File: src/rtl/timer_pkg.sv
// Shared types and encodings for the programmable tick timer.
package timer_pkg;

  // Controller state: idle (stopped), running, one-shot expired
  typedef enum logic [1:0] {
    IDLE = 2'd0,
    RUN  = 2'd1,
    DONE = 2'd2
  } state_t;

  // Counting direction encodings for cfg_up / up_reg
  localparam logic DIR_UP   = 1'b1;
  localparam logic DIR_DOWN = 1'b0;

  // Terminal behaviour encodings for cfg_oneshot / oneshot_reg
  localparam logic MODE_PERIODIC = 1'b0;
  localparam logic MODE_ONESHOT  = 1'b1;

endpackage

File: src/rtl/timer_prescaler.sv
// Prescale divider: emits a strobe once every (div+1) enabled cycles.
module timer_prescaler #(
  parameter int PW = 8
) (
  input  logic          clk,
  input  logic          rst,
  input  logic          en,
  input  logic          clr,
  input  logic [PW-1:0] div,
  output logic          strobe
);

  localparam logic [PW-1:0] P_ONE = PW'(1);

  logic [PW-1:0] pcnt;

  // Strobe on the cycle the divider reaches its terminal value
  always_comb begin
    strobe = en && (pcnt == div);
  end

  // Divider count: cleared on request, wraps to zero after each strobe
  always_ff @(posedge clk) begin
    if (!rst) begin
      pcnt <= '0;
    end else if (clr) begin
      pcnt <= '0;
    end else if (en) begin
      pcnt <= strobe ? '0 : pcnt + P_ONE;
    end
  end

endmodule

File: src/rtl/prog_tick_timer.sv
// Programmable periodic / one-shot tick timer with up/down counting.
//
// Control interface (no valid/ready handshake): every input is a level
// sampled on the rising clock edge. start and stop are one-cycle requests,
// with stop taking priority when both are high. cfg_we is a one-cycle write
// strobe that is accepted only while busy=0; writes during RUN are dropped
// without any indication.
module prog_tick_timer
  import timer_pkg::*;
#(
  parameter int N              = 20,
  parameter int PW             = 8,
  parameter int DEFAULT_PERIOD = 100000
) (
  input  logic          clk,
  input  logic          rst,
  input  logic          cfg_we,
  input  logic [N-1:0]  cfg_period,
  input  logic [PW-1:0] cfg_prescale,
  input  logic          cfg_up,
  input  logic          cfg_oneshot,
  input  logic          start,
  input  logic          stop,
  output logic          tic,
  output logic [N-1:0]  count,
  output logic          busy,
  output logic          done,
  output logic [1:0]    dbg_state
);

  localparam logic [N-1:0] DEF_PERIOD = N'(DEFAULT_PERIOD);
  localparam logic [N-1:0] C_ONE      = N'(1);

  state_t        state_q;
  state_t        state_d;

  logic [N-1:0]  period_reg;
  logic [PW-1:0] prescale_reg;
  logic          up_reg;
  logic          oneshot_reg;

  logic          is_run;
  logic          go;
  logic          cnt_en;
  logic          pre_clr;
  logic          strobe;
  logic          terminal;
  logic          term_evt;
  logic [N-1:0]  reload_val;

  // Datapath qualifiers; a start or stop in RUN pre-empts that cycle's count step
  always_comb begin
    is_run     = (state_q == RUN);
    go         = start && !stop;
    cnt_en     = is_run && !start && !stop;
    pre_clr    = start || stop || !is_run;
    terminal   = (up_reg == DIR_UP) ? (count == period_reg) : (count == '0);
    term_evt   = cnt_en && strobe && terminal;
    reload_val = (up_reg == DIR_UP) ? '0 : period_reg;
  end

  timer_prescaler #(
    .PW (PW)
  ) u_prescaler (
    .clk    (clk),
    .rst    (rst),
    .en     (cnt_en),
    .clr    (pre_clr),
    .div    (prescale_reg),
    .strobe (strobe)
  );

  // FSM state register
  always_ff @(posedge clk) begin
    if (!rst) begin
      state_q <= IDLE;
    end else begin
      state_q <= state_d;
    end
  end

  // FSM next state: stop beats start; cfg_we returns an expired one-shot to IDLE
  always_comb begin
    state_d = state_q;
    if (stop) begin
      if (state_q == RUN) begin
        state_d = IDLE;
      end else if (cfg_we) begin
        state_d = IDLE;
      end
    end else if (start) begin
      state_d = RUN;
    end else begin
      case (state_q)
        RUN: begin
          if (term_evt && (oneshot_reg == MODE_ONESHOT)) begin
            state_d = DONE;
          end
        end
        IDLE, DONE: begin
          if (cfg_we) begin
            state_d = IDLE;
          end
        end
        default: state_d = IDLE;
      endcase
    end
  end

  // FSM outputs, decoded straight from the state register
  always_comb begin
    busy      = (state_q == RUN);
    done      = (state_q == DONE);
    dbg_state = state_q;
  end

  // Configuration registers, writable only outside RUN
  always_ff @(posedge clk) begin
    if (!rst) begin
      period_reg   <= DEF_PERIOD;
      prescale_reg <= '0;
      up_reg       <= DIR_UP;
      oneshot_reg  <= MODE_PERIODIC;
    end else if (cfg_we && !is_run) begin
      period_reg   <= cfg_period;
      prescale_reg <= cfg_prescale;
      up_reg       <= cfg_up;
      oneshot_reg  <= cfg_oneshot;
    end
  end

  // Main counter: reload on start, step on strobe, wrap or hold at terminal
  always_ff @(posedge clk) begin
    if (!rst) begin
      count <= '0;
    end else if (go) begin
      count <= reload_val;
    end else if (cnt_en && strobe) begin
      if (terminal) begin
        if (oneshot_reg == MODE_PERIODIC) begin
          count <= reload_val;
        end
      end else if (up_reg == DIR_UP) begin
        count <= count + C_ONE;
      end else begin
        count <= count - C_ONE;
      end
    end
  end

  // Tick pulse, aligned with the edge that loads the wrapped count
  always_ff @(posedge clk) begin
    if (!rst) begin
      tic <= 1'b0;
    end else begin
      tic <= term_evt;
    end
  end

endmodule

File: config.mk
export PLATFORM = sky130hd
export DESIGN_NAME = prog_tick_timer
export DESIGN_NICKNAME = d
export VERILOG_FILES = /design/src/rtl/timer_pkg.sv /design/src/rtl/timer_prescaler.sv /design/src/rtl/prog_tick_timer.sv
export SDC_FILE = /design/constraint.sdc
export NUM_CORES = 1
export LEC_CHECK = 0
export CAP_MARGIN = 25
export CORE_MARGIN = 2
export CORE_UTILIZATION = 51
export CTS_BUF_LIST = sky130_fd_sc_hd__clkbuf_8
export CTS_CLUSTER_DIAMETER = 200
export CTS_CLUSTER_SIZE = 16
export DETAILED_ROUTE_END_ITERATION = 7
export PLACE_DENSITY_LB_ADDON = 0.2
export SYNTH_ARGS = -nofsm -noshare
export SYNTH_HDL_FRONTEND = slang
export SYNTH_SLANG_ARGS = --single-unit
File: constraint.sdc
create_clock -name clk -period 2.3 [get_ports clk]
set_input_delay 0.575 -clock clk [delete_from_list [all_inputs] [get_ports clk]]
set_output_delay 0.575 -clock clk [all_outputs]
set_load 0.02 [all_outputs]
==> results of run 1 <==
==> area by class of cell <==
cell class	instances	area share
well taps	99	0.0208
multi-input cells	392	0.486
repair buffers	162	0.244
clock inverters	7	0.0113
inverters	13	0.00903
clock buffers	9	0.0208
flip-flops and latches	61	0.208
==> critical path: cells and delay by family (launching register included) <==
family | cells | cell delay [ns]
simple gates | 4 | 0.94
flops | 1 | 0.38
buf+inv | 3 | 0.47
xor+xnor | 1 | 0.19
compound gates | 2 | 0.47
==> timing repair <==
action | 4_1_cts | 5_1_grt
setup buffers | 1 | 16
pin swaps | 4 | 36
cloned | 0 | 2
resized for setup | 20 | 86
endpoints found under the setup margin | 9 | 19
==> power groups by stage <==
stage	Sequential, mW	Clock [mW]	Combinational (mW)
CTS	1.18	0.940	0.897
finish	1.20	0.943	1.08
floorplan	1.23	0	0.435
detailed placement	1.21	0	0.859
global placement	1.20	0	0.840
global route	1.20	1.01	1.14
==> logic make-up (layout without fill, tap and decap cells) <==
family                   Yosys count  after routing  synth area share
buffers and inverters             33            191            0.0422
flip-flops                        61             61             0.317
AO/OA/AOI/OAI                    125            125             0.216
AND/OR/NAND/NOR                  197            198             0.245
adder cells (fa/ha/maj)           20             20            0.0669
XOR/XNOR                          47             47             0.107
multiplexers                       2              2           0.00520
==> through the flow <==
stage | util | TNS [ns] | std cells | setup slack [ns]
detailed placement | 0.707 | -4.42 | 708 | -0.338
global placement | 0.707 | -3.47 | 708 | -0.274
CTS | 0.749 | -0.0171 | 725 | -0.00969
global route | 0.817 | -3.25 | 743 | -0.282
floorplan | - | 0 | 485 | 0.0189
finish | 0.817 | -1.89 | 743 | -0.268
==> per-layer routing <==
metal,GRT usage,vias up,share of wire
met5,0,-,0
met4,0.0947,0,0.048
met3,0.0384,88,0.093
met2,0.486,337,0.48
met1,0.395,2122,0.38
li1,-,2070,-
==> layout by cell type (no fill, tap or decap), types with 11 or more instances in the layout <==
master and n:
xnor2_1 18, nand3_1 20, buf_4 91, nand2_1 82
a21oi_1 38, inv_1 13, nor3_1 11, nor2_1 26
dfxtp_1 50, xor2_1 27, clkdlybuf4s50_1 57
==> path summary, 6_finish.rpt <==
path,slack [ns],cells after the start,end,start
max,-0.27,10,count[11],count[9]
min,0.47,2,prescale_reg[1],prescale_reg[1]
max reg2reg,-0.27,10,count[11],count[9]
min reg2reg,0.47,2,prescale_reg[1],prescale_reg[1]
==> impl_metrics.yaml, run 1 <==
timing:
  clock_skew_ns: 0.00682
  hold_violations: 0
  setup_ws_ns: -0.268
  worstMarginPinSlew_ns: 0.540
  finalSetupViolations: 20
  fmax_mhz: 389
  max_slew_margin: 0.640
  rsz0062_at_grt: "yes"
  fin_hold_ws_ns: 0.472
  drv_slew: 0
  min_period_ns: 2.57
  fin_crit_sh: 1.12
finish:
  seqCellArea_sq_mm: 0.00124
  area_delta_synth_final_pct: 54.7
  layout.nets: 694
  design_area_sq_mm: 0.00596
  multi_input_area_sq_mm: 0.00289
  fillers: 460
  antenna_cells: 0
  drive_gt1_frac: 0.318
yosys:
  synth_top_cells_by_area: "dfxtp_1, nand2_1, xor2_1"
  synthCells: 485
  synthTopCellsByCount: "nand2_1, dfxtp_1, a21oi_1"
  ys_ff_latch: 61
  avgSynthCellArea_sq_um: 7.94
  yosysWarnings: 0
  synthesis.area_sq_mm: 0.00385
  synth_cell_types: 60
  yosysMostFrequentCell: "nand2_1"
  yosysSeqAreaShare: 0.317
  async_flop_share: 0
  dominantRegCellSynth: "dfxtp_1"
  synth_top_cell_by_area: "dfxtp_1"
  synth_top_area_frac: 0.317
  synth-edff-count: 0
  synth_nets: 540
setup_path:
  crit_path_cell_trace: "xor2_1 > nor4_2 > buf_4 > nand3_1 > o311ai_4 > buf_4 > and2_4 > buf_6 > a211oi_2 > nor3_1"
  critPathLaunchType: "flip-flop"
  cp_common_cell: "buf_4"
  critPathArrivalTime_ns: 2.79
  endpoint_kind: "flip-flop"
  crit_path_max_incr_delay_ns: 0.43
  cp_max_fo: 6
  worstSetupPathType: "reg2reg"
  cp_slowest_cell: "o311ai_4"
  critPathRequiredTime_ns: 2.53
power:
  p_total_mw: 3.22
  combPwrFrac: 0.336
  power_density_mw_per_mm2: 541
  power_frac_seq: 0.372
  ir_drop_uv: 408
  swShare: 0.338
  leakage_nw: 2.53
  switching_power_mw: 1.09
  p_int_mw: 2.13
  p_clk_frac: 0.292
place:
  place_congestion: 0.927
  placedInstanceArea_sq_mm: 0.00515
  hpwl_mm: 8.67
  io_buffers: 59
clock_tree:
  hold_buffers: 0
  cts.sinks: 61
  cts_root_buf: "clkbuf_8"
  cts_tree: "done"
  path_clk_slew_ns: 0.07
  numCtsBuffers: 9
  htree_num_levels: 3
  cts_buffer_depth: 2
  clock_latency_ns: 0.34
floorplanning:
  start_util: 0.528
  rows: 31
  die_x_um: 90.9
  io_pins: 60
  die_h_um: 90.9
  dieArea_sq_mm: 0.00826
  core_area_sq_mm: 0.00729
drt:
  drt_iter0_drc: 481
  final_antenna_net_count: 0
  wl_per_cell_um: 19.5
  drt-total-wl_mm: 14.5
  viasPerCell: 6.21
  vias: 4617
  route.detailed.drc: 0
  first_pass_iters: 5
run_status:
  violations: "negative setup slack"
  status: "finished with violations"
hold_path:
  hp-class: "reg2reg"
global_routing:
  grt_use_total: 0.293
  grt_max_degree: 36
  grt-ovfl-total: 0
  grt_pass1_vias: 4038
  antenna_found_initial: 0
  grt_pass1_wl_mm: 19.5
run:
  max_cap_violations: 0
Power figures use the tool's default switching activity.
==> run 2, diff against run 1 <==
--- a/config.mk
+++ b/config.mk
@@ -6,7 +6,6 @@
 export NUM_CORES = 1
 export LEC_CHECK = 0
 export CAP_MARGIN = 25
-export CORE_MARGIN = 2
 export CORE_UTILIZATION = 51
 export CTS_BUF_LIST = sky130_fd_sc_hd__clkbuf_8
 export CTS_CLUSTER_DIAMETER = 200
==> impl_metrics.yaml, run 2 (synthesis results as in run 1) <==
run_status:
  violations: "negative setup slack"
  status: "finished with violations"
timing:
  max_slew_margin: 0.618
  finalSetupViolations: 22
  setup_ws_ns: -0.163
  fin_setup_tns_ns: -1.90
  fin_crit_sh: 1.07
  min_period_ns: 2.46
  drv_slew: 0
  rsz0062_at_grt: "yes"
  worstMarginPinSlew_ns: 0.573
  fmax_mhz: 406
  clock_skew_ns: 0.00858
  hold_violations: 0
clock_tree:
  cts.sinks: 61
  cts_tree: "done"
  cts_buffer_depth: 2
  path_clk_slew_ns: 0.07
  numCtsBuffers: 9
  clock_latency_ns: 0.34
  htree_num_levels: 3
  cts_root_buf: "clkbuf_8"
global_routing:
  grt-ovfl-total: 0
  grt_use_total: 0.334
  use_met2: 0.533
  grtUsageMet3: 0.0554
  antenna_found_initial: 0
  grt_pass1_wl_mm: 19.9
  grt_pass1_vias: 4106
  grt_max_degree: 36
  grt_util_met1: 0.440
  busiest_layer: "met2"
setup_path:
  crit_path_max_incr_delay_ns: 0.37
  worstSetupPathType: "reg2reg"
  cp_max_fo: 6
  cp-endpoint: "count[10]"
  critPathRequiredTime_ns: 2.53
  r2r_cells: 11
  crit_path_cell_trace: "xor2_1 > nor4_1 > buf_4 > buf_4 > nand4_1 > buf_6 > o21ai_4 > buf_6 > nor2_1 > a311o_1 > o211a_1"
  critPathArrivalTime_ns: 2.70
  endpoint_kind: "flip-flop"
  startpoint: "count[1]"
  critPathLaunchType: "flip-flop"
  cp_slowest_cell: "dfxtp_4"
  r2r_end: "count[10]"
  r2r_setup_slack_ns: -0.16
  r2r-start: "count[1]"
finish:
  area_delta_synth_final_pct: 57.2
  fin_cells: 749
  layout_commonest_cell: "buf_4"
  final_core_util: 0.830
  design_area_sq_mm: 0.00606
  layout.nets: 700
  antenna_cells: 0
  drive_gt1_frac: 0.326
  layout_common_cells: "buf_4, nand2_1, clkdlybuf4s50_1"
drt:
  route.detailed.drc: 0
  drt-total-wl_mm: 15.8
  wl_per_cell_um: 21.0
  final_antenna_net_count: 0
  vias: 4814
  drt_iter0_drc: 437
  viasPerCell: 6.43
  first_pass_iters: 6
power:
  power_density_mw_per_mm2: 523
  leakage_nw: 2.56
  ir_drop_uv: 502
place:
  io_buffers: 59
  placed_cells: 710
  placedInstanceArea_sq_mm: 0.00517
  place_ws_ns: -0.388
  place_congestion: 0.884
  hpwl_mm: 8.92
floorplanning:
  die_h_um: 88.9
  die_x_um: 88.9
  rows: 31
  core_area_sq_mm: 0.00729
  start_util: 0.528
  io_pins: 60
  dieArea_sq_mm: 0.00790
run:
  max_cap_violations: 0
hold_path:
  hp-class: "reg2reg"
-- run 2: cell count changes in the layout (fill, tap and decap cells not counted), moves of 4 or more --
cell | previous run | this run
dfxtp_2 | 8 | 4
ha_1 | 8 | 13
buf_4 | 91 | 97
nor3_2 | 1 | 6
nor3_1 | 11 | 7
buf_12 | 3 | 7
ha_4 | 9 | 4
-- run 2: layer usage --
layer | part of all wire | wire length [um]
met1 | 0.38 | 5910
met5 | 0 | 0
met2 | 0.45 | 7160
met3 | 0.10 | 1630
met4 | 0.067 | 1060
-- run 2: final cells by class --
class | instances | area [sq um]
Fill cell | 416 | 1240
Clock buffer | 9 | 124
Sequential cell | 61 | 1240
Timing Repair Buffer | 169 | 1540
Clock inverter | 7 | 43.8
Multi-Input combinational cell | 391 | 2930
Inverter | 13 | 53.8
Tap cell | 99 | 124
-- run 2: power breakdown --
part	switching [mW]	internal (mW)
logic	0.606	0.535
clock network	0.448	0.382
registers	0.0752	1.12
-- run 2: worst max-delay path, delay by kind of cell, from the launching register on --
| kind | cells | cell delay (ns) |
|---|---|---|
| AOI/OAI and AO/OA | 3 | 0.64 |
| buffers and inverters | 4 | 0.64 |
| xor gates and xnor gates | 1 | 0.17 |
| and+or+nand+nor | 3 | 0.55 |
| DFF | 1 | 0.37 |
-- run 2: worst min path at each step --
stage                     cells past startpoint  slack, ns         endpoint       startpoint
after CTS                                     2       0.48  prescale_reg[2]  prescale_reg[2]
after global placement                        2       0.46  prescale_reg[7]  prescale_reg[7]
after floorplan                               2       0.45  prescale_reg[0]  prescale_reg[0]
after detailed placement                      2       0.47  prescale_reg[2]  prescale_reg[2]
final                                         2       0.47  prescale_reg[2]  prescale_reg[2]
after global routing                          2       0.49  prescale_reg[2]  prescale_reg[2]
-- run 2: timing repair --
item / 4_1_cts / 5_1_grt
resized for setup: 36 / 83
cloned: 1 / 0
buffers inserted: 9 / 13
setup endpoints to repair: 18 / 20
hold buffers: 0 / 0
pin swaps: 14 / 28
-- run 2: metrics by stage --
step | power (mW) | hold WS, ns
5_1_grt | 3.27 | 0.489
3_5_place_dp | 2.07 | 0.466
2_1_floorplan | 1.67 | 0.449
4_1_cts | 2.93 | 0.476
3_3_place_gp | 2.04 | 0.462
6_report | 3.16 | 0.468
==> patch 1, RTL diff (config.mk and constraints of run 1) <==
Make the reset (`rst`) asynchronous in 5 clocked blocks.
--- a/src/rtl/timer_prescaler.sv
+++ b/src/rtl/timer_prescaler.sv
@@ -21,5 +21,5 @@
 
   // Divider count: cleared on request, wraps to zero after each strobe
-  always_ff @(posedge clk) begin
+  always_ff @(posedge clk or negedge rst) begin
     if (!rst) begin
       pcnt <= '0;
--- a/src/rtl/prog_tick_timer.sv
+++ b/src/rtl/prog_tick_timer.sv
@@ -72,5 +72,5 @@
 
   // FSM state register
-  always_ff @(posedge clk) begin
+  always_ff @(posedge clk or negedge rst) begin
     if (!rst) begin
       state_q <= IDLE;
@@ -116,5 +116,5 @@
 
   // Configuration registers, writable only outside RUN
-  always_ff @(posedge clk) begin
+  always_ff @(posedge clk or negedge rst) begin
     if (!rst) begin
       period_reg   <= DEF_PERIOD;
@@ -131,5 +131,5 @@
 
   // Main counter: reload on start, step on strobe, wrap or hold at terminal
-  always_ff @(posedge clk) begin
+  always_ff @(posedge clk or negedge rst) begin
     if (!rst) begin
       count <= '0;
@@ -150,5 +150,5 @@
 
   // Tick pulse, aligned with the edge that loads the wrapped count
-  always_ff @(posedge clk) begin
+  always_ff @(posedge clk or negedge rst) begin
     if (!rst) begin
       tic <= 1'b0;
Check against the original RTL: differs if rst is asserted again (counterexample within 4 cycles, from zero or initial values and one cycle with rst low); with rst held inactive, the same outputs for 4 cycles.
==> patch 1 against run 1 <==
- the run still ends with negative setup slack left
- synthesized area rose by 1.8%
- die area rose by 1.7%
- fmax fell by 9.2%
- critical path type unchanged
- global-route usage rose by 0.27 points
- sequential cell count did not move
- first-iteration DRC count fell by 20%
- highest routed layer unchanged
- largest cell class unchanged
- routed wire length fell by 3.1%
- sequential share of layout area rose by 4.4 points
- setup slack got worse by 0.26 ns
- final area rose by 2.3%
Power is not compared: it rests on default switching activity, and its combinational part moved more than twofold at a synthesized area within 25%.
==> patch 1: results (changes against run 1) <==
The run finished, with violations left. Violated checks: negative setup slack (unchanged). The met3 routing resource usage after global routing was 6.82% (was 3.84%). The worst-case clock buffer depth was 2 (unchanged).

Worst-path cell with the longest stage delay: dfstp_2 (was o311ai_4). Synth top area cells: dfrtp_1 (34%), mux2_2 (9.2%), ha_1 (6.1%), xnor2_1 (5.8%), dfstp_2 (4.7%) (was dfxtp_1 (32%), nand2_1 (8.3%), xor2_1 (6.6%), ha_1 (6.2%), a21oi_1 (5.8%)). The top cell family by delay on the critical path was compound AO/OA/AOI/OAI gates (was simple AND/OR/NAND/NOR gates). The tools report the via count of the first global-routing pass as 3928 (was 4038).

Leading cell types by count after synthesis: dfrtp_1 (54), mux2_2 (32), nor2_1 (29) (was nand2_1 (85), dfxtp_1 (61), a21oi_1 (45)). For the number of remaining DRC errors, the log shows 0 (unchanged). The post-route clock skew was 0.00982 ns (was 0.00682 ns). The logs give 5.63 mm (was 5.50 mm) for the routed metal-1 wire length and 383 (was 481) for the iteration-0 DRC count of the detailed router. The data arrival at the endpoint of the critical path came out at 3.05 ns (was 2.79 ns). The maximum number of pins on one net before global-route repair is 62 (was 36). The fraction of layout instances using a drive strength above 1 works out to 41.4% (was 31.8%). The logs give 5 (unchanged) for the detailed-routing iteration count for the pre-antenna-repair pass and 9 (unchanged) for the number of CTS-inserted buffers.

The tools report the met2 capacity usage during global routing as 48.8% (was 48.6%). The run gives 611 (was 694) as the net count of the finished layout. For the met2 wire length, the log shows 6.76 mm (was 6.92 mm). The run gives 0.00536 mm^2 (was 0.00515 mm^2) as the placed standard-cell area. Count of fill cells added during filler insertion: 363 (was 460). The logs give 976 um (was 1.35 mm) for the total length of routed met3 wires and 57 (was 60) for the number of library cell types mapped by synthesis.

The async set or reset register ratio after synthesis was 100% (was 0%); the slew of the pin with the lowest slew margin was 0.512 ns (was 0.540 ns). Detailed-route wire length per cell: 21.2 um (was 19.5 um). The class of the worst hold path is in -> async (was reg -> reg).

Cell count of the worst reg-to-reg path: 12 (was 10). The post-CTS clock slew at the launch and capture registers of the worst setup and hold paths came out at 0.07 ns (about the same). The worst-path maximum fanout was 11 (was 6); the filler-free cell count of the finished design was 660 (was 743). The critical path's largest stage delay is 0.57 ns (was 0.43 ns).

The tools report the synthesized net count as 448 (was 540). The run gives 19 (was 20) as the final-report setup violation count. The run gives 3 (unchanged) as the number of levels in the clock H-tree. The post-detailed-route via-to-cell ratio is 6.12 (was 6.21). The logs give -0.251 ns (was -0.338 ns) for the post-placement worst setup slack and 29.6% (was 29.3%) for the total global-route track usage. For the post-placement cell count, the log shows 624 (was 708). For the detailed placement HPWL, the log shows 8.09 mm (was 8.67 mm). The logs give 37.8% (was 39.5%) for the fraction of met1 tracks used by global routing and 19.6 mm (was 19.5 mm) for the wire length of the first global-routing pass. The synthesized instance count is 393 (was 485).

The total negative setup slack was -4.26 ns (was -1.89 ns); the global placement routability congestion was 0.903 (was 0.927). The post-route worst setup slack came out at -0.528 ns (was -0.268 ns). For the sequential-to-total area share from yosys stat, the log shows 39.2% (was 31.7%).
patch 1: repair_timing:
item,4_1_cts,5_1_grt
resized for setup,20,58
cloned,1,0
endpoints found under the setup margin,18,21
pin swaps,10,27
buffers inserted,7,12
patch 1: final timing paths:
| path | from | to | slack (ns) |
|---|---|---|---|
| max in group asynchronous | rst | period_reg[5]$_DFFE_PN1P_ | 1.75 |
| worst max-delay path | up_reg$_DFFE_PN1P_ | count[19]$_DFFE_PN0P_ | -0.53 |
| worst min register to register | prescale_reg[6]$_DFFE_PN0P_ | prescale_reg[6]$_DFFE_PN0P_ | 0.53 |
| worst min-delay path | rst | prescale_reg[3]$_DFFE_PN0P_ | 0.22 |
| worst max register to register | up_reg$_DFFE_PN1P_ | count[19]$_DFFE_PN0P_ | -0.53 |
| min in group clk | prescale_reg[6]$_DFFE_PN0P_ | prescale_reg[6]$_DFFE_PN0P_ | 0.53 |
patch 1: where the power goes:
group          switching, mW  internal, mW  leakage (nW)
sequential             0.403          1.33         0.725
clock                  0.475         0.494        0.0964
combinational           2.53          2.57          1.80
total                   3.40          4.39          2.62
patch 1: cell type report:
type | count | area [um^2] | share of cell area (%)
well taps | 99 | 124 | 2.03
clock buffers | 9 | 124 | 2.03
clock inverters | 7 | 67.6 | 1.11
repair buffers | 164 | 1490 | 24.4
inverters | 10 | 42.5 | 0.698
flip-flops and latches | 61 | 1540 | 25.3
multi-input cells | 310 | 2710 | 44.5
patch 1: kinds of logic (layout without fill, tap and decap cells):
family / count (synthesis) / count (layout) / synth area share [%]
compound gates: 90 / 90 / 15.7
fa+ha+maj: 20 / 20 / 6.58
simple gates: 120 / 120 / 16.1
buf+inv: 22 / 190 / 2.36
mux: 35 / 35 / 9.99
xor+xnor: 45 / 45 / 10.1
flops: 61 / 61 / 39.2
==> patch 2, RTL diff (flow settings as in run 1) <==
Without the edit above. `PW` is set to 8 in 2 places; all go to 9.
--- a/src/rtl/timer_prescaler.sv
+++ b/src/rtl/timer_prescaler.sv
@@ -1,5 +1,5 @@
 // Prescale divider: emits a strobe once every (div+1) enabled cycles.
 module timer_prescaler #(
-  parameter int PW = 8
+  parameter int PW = 9
 ) (
   input  logic          clk,
--- a/src/rtl/prog_tick_timer.sv
+++ b/src/rtl/prog_tick_timer.sv
@@ -10,5 +10,5 @@
 #(
   parameter int N              = 20,
-  parameter int PW             = 8,
+  parameter int PW             = 9,
   parameter int DEFAULT_PERIOD = 100000
 ) (
Ports: changed (resized cfg_prescale); port bits go from 60 to 61. The function was not compared with the original's and may differ.
==> patch 2 against run 1 <==
- the flow still finishes with violations (negative setup slack)
- synthesized area down 0.19%
- sequential share of layout area up 0.26 points
- final area up 1.2%
- total power down 1.9%
- routed wire length up 6.3%
- sequential cell count up 2
- setup slack better by 0.065 ns
- critical path type unchanged
- largest power group unchanged
- highest routed layer unchanged
==> patch 2: results (changes against run 1) <==
The run gives 6 (was 5) as the detailed-routing iteration count for the pre-antenna-repair pass. Mean area per synthesized cell: 7.91 um^2 (was 7.94 um^2). The number of setup buffers added after CTS is 19 (was 1), and the final-report setup violation count is 21 (was 20). Post-route worst setup slack: -0.202 ns (was -0.268 ns).

Violated checks: negative setup slack (unchanged). Cell count of the worst reg-to-reg path: 11 (was 10). The post-detailed-route via-to-cell ratio is 6.27 (was 6.21). The run gives 582 (was 481) as the iteration-0 DRC count of the detailed router. The clock net sink count came out at 63 (was 61). Part of the total power dissipated in combinational logic: 32.8% (was 33.6%). The flow ran to the end, but the final reports show violations. The run gives 2.78 ns (was 2.79 ns) as the data arrival at the endpoint of the critical path. The area used by multi-input combinational logic was 0.00282 mm^2 (was 0.00289 mm^2); the number of clock buffers in the layout was 11 (was 9). The run gives 42 (was 36) as the maximum number of pins on one net before global-route repair. The post-placement cell count came out at 711 (was 708). The count of instances resized after the clock tree is built is 50 (was 20), and the slew of the pin with the lowest slew margin is 0.451 ns (was 0.540 ns).

The total global-route track usage is 33.5% (was 29.3%). The sequential-to-total area share from yosys stat was 32.8% (was 31.7%); the final worst hold slack was 0.473 ns (was 0.472 ns). Count of buffers inserted at the top-level ports: 60 (was 59). The cell leakage power was 2.58 nW (was 2.53 nW); the layout overhead on the synthesized area was 57.0% (was 54.7%). The worst-path maximum fanout was 10 (was 6); the count of fill cells added during filler insertion was 437 (was 460). The launch instance of the worst min-delay path was prescale_reg[5]$_SDFFE_PN0P_ (was prescale_reg[1]$_SDFFE_PN0P_).

The count of non-CTS inverters in the layout works out to 14 (was 13).
patch 2: changes by cell type after synthesis, moves of 4 or more:
cell,change
xor2_1,+6
xnor2_1,-5
a31oi_1,-4
clkbuf_1,+7
o21ai_0,-4
a21o_1,-5
patch 2: worst max-delay path: cells and delay by family (launching register included):
family	cells	cell delay, ns
AND/OR/NAND/NOR	2	0.53
adder cells (fa/ha/maj)	1	0.26
AO/OA/AOI/OAI	5	0.91
buffers and inverters	3	0.34
flip-flops	1	0.40
patch 2: kinds of logic after synthesis:
kind of cell	share of synthesized area, %
multiplexers	0.521
buffers and inverters	3.65
adder cells (fa/ha/maj)	6.71
AO/OA/AOI/OAI	20.1
flip-flops	32.8
XOR/XNOR	10.9
AND/OR/NAND/NOR	25.3
patch 2: layer usage:
layer,track usage (%),vias to the layer above,routed length (um)
met1,41.6,2224,5730
li1,-,2066,-
met2,55.7,355,7530
met4,16.2,0,773
met3,6.68,96,1340
met5,0,-,0
